$ cat config.mk
export PLATFORM = sky130hd
export DESIGN_NAME = multiplicador_param
export DESIGN_NICKNAME = d
export VERILOG_FILES = /design/src/rtl/multiplicador_param.sv
export SDC_FILE = /design/constraint.sdc
export NUM_CORES = 1
export LEC_CHECK = 0
export CAP_MARGIN = 15
export CORE_ASPECT_RATIO = 0.6
export CORE_UTILIZATION = 45
export CTS_BUF_LIST = sky130_fd_sc_hd__clkbuf_2
export DETAILED_ROUTE_END_ITERATION = 8
export PLACE_DENSITY = 0.64
export SLEW_MARGIN = 30
export SYNTH_ARGS = -nofsm -noshare
export SYNTH_HDL_FRONTEND = slang
export SYNTH_SLANG_ARGS = --single-unit
$ cat constraint.sdc
create_clock -name Clk -period 1.88 [get_ports Clk]
set_input_delay 0.376 -clock Clk [delete_from_list [all_inputs] [get_ports Clk]]
set_output_delay 0.376 -clock Clk [all_outputs]
set_load 0.005 [all_outputs]
$ cat src/rtl/multiplicador_param.sv
// Sequential shift-add multiplier with a per-operation signed/unsigned mode.
// Uses the St/Idle/Done handshake. The product is 2*WIDTH bits and appears on
// Produto WIDTH+1 edges after St is sampled.
module multiplicador_param #(
  parameter int WIDTH = 4
) (
  input  logic                 Clk,
  input  logic                 Reset,
  input  logic                 St,
  input  logic                 Signed,
  input  logic [WIDTH-1:0]     Multiplicando,
  input  logic [WIDTH-1:0]     Multiplicador,
  output logic [2*WIDTH-1:0]   Produto,
  output logic                 Idle,
  output logic                 Done
);

  localparam int CW = $clog2(WIDTH + 1);

  typedef enum logic [1:0] {S_IDLE, S_CALC, S_SIGN, S_DONE} state_t;

  state_t               r_state;
  logic [WIDTH-1:0]     r_mcand;
  logic [WIDTH-1:0]     r_mplier;
  logic [2*WIDTH-1:0]   r_acc;
  logic [2*WIDTH-1:0]   r_prod;
  logic                 r_neg;
  logic [CW-1:0]        r_cnt;

  logic                 w_neg_a;
  logic                 w_neg_b;
  logic [WIDTH-1:0]     w_mag_a;
  logic [WIDTH-1:0]     w_mag_b;
  logic [WIDTH-1:0]     w_addend;
  logic [WIDTH:0]       w_sum;

  // Magnitudes fit in WIDTH unsigned bits, including the most negative value.
  assign w_neg_a  = Signed & Multiplicando[WIDTH-1];
  assign w_neg_b  = Signed & Multiplicador[WIDTH-1];
  assign w_mag_a  = w_neg_a ? (~Multiplicando + WIDTH'(1)) : Multiplicando;
  assign w_mag_b  = w_neg_b ? (~Multiplicador + WIDTH'(1)) : Multiplicador;

  assign w_addend = r_mplier[0] ? r_mcand : '0;
  assign w_sum    = {1'b0, r_acc[2*WIDTH-1:WIDTH]} + {1'b0, w_addend};

  assign Produto  = r_prod;
  assign Idle     = (r_state == S_IDLE);
  assign Done     = (r_state == S_DONE);

  always_ff @(posedge Clk or negedge Reset) begin
    if (!Reset) begin
      r_state  <= S_IDLE;
      r_mcand  <= '0;
      r_mplier <= '0;
      r_acc    <= '0;
      r_prod   <= '0;
      r_neg    <= 1'b0;
      r_cnt    <= '0;
    end else begin
      case (r_state)
        S_IDLE: begin
          if (St) begin
            r_mcand  <= w_mag_a;
            r_mplier <= w_mag_b;
            r_neg    <= w_neg_a ^ w_neg_b;
            r_acc    <= '0;
            r_cnt    <= '0;
            r_state  <= S_CALC;
          end
        end
        S_CALC: begin
          // Carry out of the upper-half add becomes the new MSB after the shift.
          r_acc    <= {w_sum, r_acc[WIDTH-1:1]};
          r_mplier <= r_mplier >> 1;
          r_cnt    <= r_cnt + CW'(1);
          if (r_cnt == CW'(WIDTH - 1)) begin
            r_state <= S_SIGN;
          end
        end
        S_SIGN: begin
          r_prod  <= r_neg ? (~r_acc + (2*WIDTH)'(1)) : r_acc;
          r_state <= S_DONE;
        end
        S_DONE: begin
          if (!St) begin
            r_state <= S_IDLE;
          end
        end
        default: r_state <= S_IDLE;
      endcase
    end
  end

endmodule

==> impl_metrics.toml <==
[global_routing]
gr-usage-met1 = 0.295
grt_util_met2 = 0.289
busiest_layer = "met1"
grt_pass1_wl_um = 5910
grt_max_degree = 31
grt.total_usage = 0.204
grt_pass1_vias = 1286
met3_usage = 0.0630
antenna_found_initial = 0
grt-ovfl-total = 0

[drt]
wl_per_cell_um = 13.8
dr.pass1.iters = 4
routed_wl_um = 3420
route.detailed.drc = 0
via_per_inst = 5.13
drtAntennaViolNets = 0
dr_total_vias = 1272
drt-initial-drc-count = 79

[worst_setup_path]
critPathMaxFanout = 3
crit_path_cell_trace = "buf_4 -> ha_1 -> dlygate4sd2_1"
r2r_slack_ns = 0.17
crit_family = "flip-flops"
critPathKind = "flop to primary output"
crit_buf_inv = 2
critPathSlowestCell = "dfrtp_1"
crit_path_start_kind = "flop"
end_kind = "primary output"
crit_path_max_incr_delay_ns = 0.44
required_ns = 1.50
crit_arrival_ns = 1.41

[timing]
slew-limit-headroom = 0.745
tightestPinTransition_ns = 0.383
fmax_mhz = 559
final-max-slew-violation-count = 0
fin_skew_ns = 0.0271
grt_setup_unrepaired = "no"
tns_ns = 0
setup_violations = 0
period_share = 0.952
period_needed_ns = 1.79
hold_violations = 0

[placement]
dp_cells = 238
dp_hpwl_um = 2670
port_buffers = 21
gp_congestion = 0.824

[clock_tree]
cts_tree = "built"
clockBufferDepth = 2
clk_pin_slew_ns = 0.18
cts_buffers = 5
clock_sinks = 30
cts_root_buf = "clkbuf_2"
insertion_delay_ns = 0.37
cts.htree.levels = 2
cts_hold_buf = 0

[final_layout]
antenna_cells = 0
syn2layout_area_growth_pct = 21.0
instances_no_fill = 248
nNetsFinal = 229
drive_gt1_frac = 0.143

[power_and_ir_drop]
powerDensity_nw_per_um2 = 1560
power.total_mw = 3.20
vdd_drop_max_uv = 677
power_leakage_nw = 0.973

[logic_synthesis]
seq_area_frac_synth = 0.443
synth_area_leaders = "dfrtp_1 (44%), ha_1 (10%), nand2_1 (4.7%)"
synth_most_common_cell = "dfrtp_1"
async_flop_share = 1.00
synth_cells = 171
synthDominantCellAreaShare = 0.443
synth_compound_area_frac = 0.170
synth_cell_type_count = 34
synth_xor_area_frac = 0.0569
yosys.area_share.simple = 0.121
ys_warn_count = 0
synth_edf_count = 0
syn_nets = 198
yosysTopAreaCell = "dfrtp_1"
synth_top_family_by_area = "compound AO/OA/AOI/OAI gates"
ys.flop_type = "dfrtp_1"
synthTopCellsByCount = "dfrtp_1 (30), nand2_1 (21), inv_1 (15), ha_1 (14), o21ai_0 (13)"
ys_seq_elements = 30
synth_fa_ha_area_frac = 0.115
syn_avg_cell_area_sq_um = 9.90
synth_mux_area_frac = 0.0377
synth_area_sq_um = 1690

[floorplanning]
top_level_ports = 22
core_sq_um = 3420
initial_core_util = 0.495
die_h_um = 49.5
die_w_um = 81.2
num_rows = 16
die-area_sq_um = 4020

[run_status]
status = "complete, no violations"

[job]
maxCapViolCount = 0

[worst_hold_path]
hold_path.class = "primary input to async pin"
-- cell families (layout without fill, tap and decap cells) --
logic type | count (synthesis) | in the layout
and+or+nand+nor | 45 | 45
xor gates and xnor gates | 11 | 11
buffers and inverters | 22 | 54
muxes | 6 | 6
DFF | 30 | 30
adders and majority gates | 15 | 15
AOI/OAI and AO/OA | 42 | 42
-- where the power goes --
| group | switching [mW] | internal, mW | leakage [nW] |
|---|---|---|---|
| clock network | 0.236 | 0.0848 | 0.0264 |
| registers | 0.227 | 0.928 | 0.379 |
| logic | 0.871 | 0.850 | 0.567 |
-- repair_timing --
action                     CTS  global route
setup endpoints to repair    2             0
setup buffers                2             0
resized for setup            6             0
-- path summary, 6_finish.rpt --
path                             start          to  depth (start not counted)
hold reg to reg             r_mcand[0]  r_mcand[0]                          2
setup / recovery            r_state[1]        Done                          3
max in group asynchronous        Reset       r_neg                          2
min in group Clk            r_mcand[0]  r_mcand[0]                          2
hold / removal                   Reset    r_cnt[0]                          2
setup reg to reg           r_mplier[0]    r_acc[7]                          8
-- per-layer routing --
layer | wire length, um | vias to the layer above
li1 | - | 647
met1 | 1830 | 605
met2 | 1460 | 16
met3 | 109 | 4
met4 | 28 | 0
met5 | 0 | -
-- area by class of cell --
cell class | count | area, sq um
fillers | 278 | 1380
flip-flops and latches | 30 | 751
inverters | 15 | 56.3
multi-input cells | 119 | 861
clock inverters | 3 | 16.3
repair buffers | 31 | 283
clock buffers | 5 | 25.0
well taps | 45 | 56.3
-- cell usage in the layout (no fill, tap or decap), types with 2 or more instances in the layout --
| cell | synthesis | routed |
|---|---|---|
| dfrtp_1 | 30 | 30 |
| nand2_1 | 21 | 21 |
| clkdlybuf4s50_1 | 0 | 19 |
| inv_1 | 15 | 13 |
| o21ai_0 | 13 | 13 |
| ha_1 | 14 | 13 |
| nor2_1 | 10 | 10 |
| a21oi_1 | 10 | 10 |
| buf_4 | 0 | 10 |
| xnor2_1 | 6 | 6 |
| xor2_1 | 5 | 5 |
| clkbuf_2 | 0 | 5 |
| and2_1 | 4 | 4 |
| nand2b_1 | 3 | 3 |
| mux2_2 | 3 | 3 |
| o22ai_1 | 3 | 3 |
| mux2i_1 | 3 | 3 |
| nor3_1 | 3 | 3 |
| inv_2 | 0 | 2 |
| o31ai_1 | 2 | 2 |
| a21o_1 | 2 | 2 |
| a22o_1 | 2 | 2 |
| a211oi_1 | 2 | 2 |
| a22o_2 | 2 | 2 |
| dlygate4sd2_1 | 0 | 2 |
-- state kept, by name (all words and copies together), names as in the netlist --
name,flops
Produto,8
r_mcand,4
r_acc,8
r_state,2
r_mplier,4
r_cnt,3
r_neg,1
-- stage by stage --
stage | setup slack [ns] | instance area (sq um) | hold slack (ns) | util
floorplan | 0.275 | 1690 | 0.0804 | -
global placement | 0.156 | 1980 | 0.468 | 0.579
detailed placement | 0.0600 | 1980 | 0.471 | 0.579
CTS | 0.0684 | 2050 | 0.354 | 0.598
global route | 0.0208 | 2050 | 0.382 | 0.598
finish | 0.0906 | 2050 | 0.353 | 0.598
Note: power is estimated with default switching activity, not from simulation.
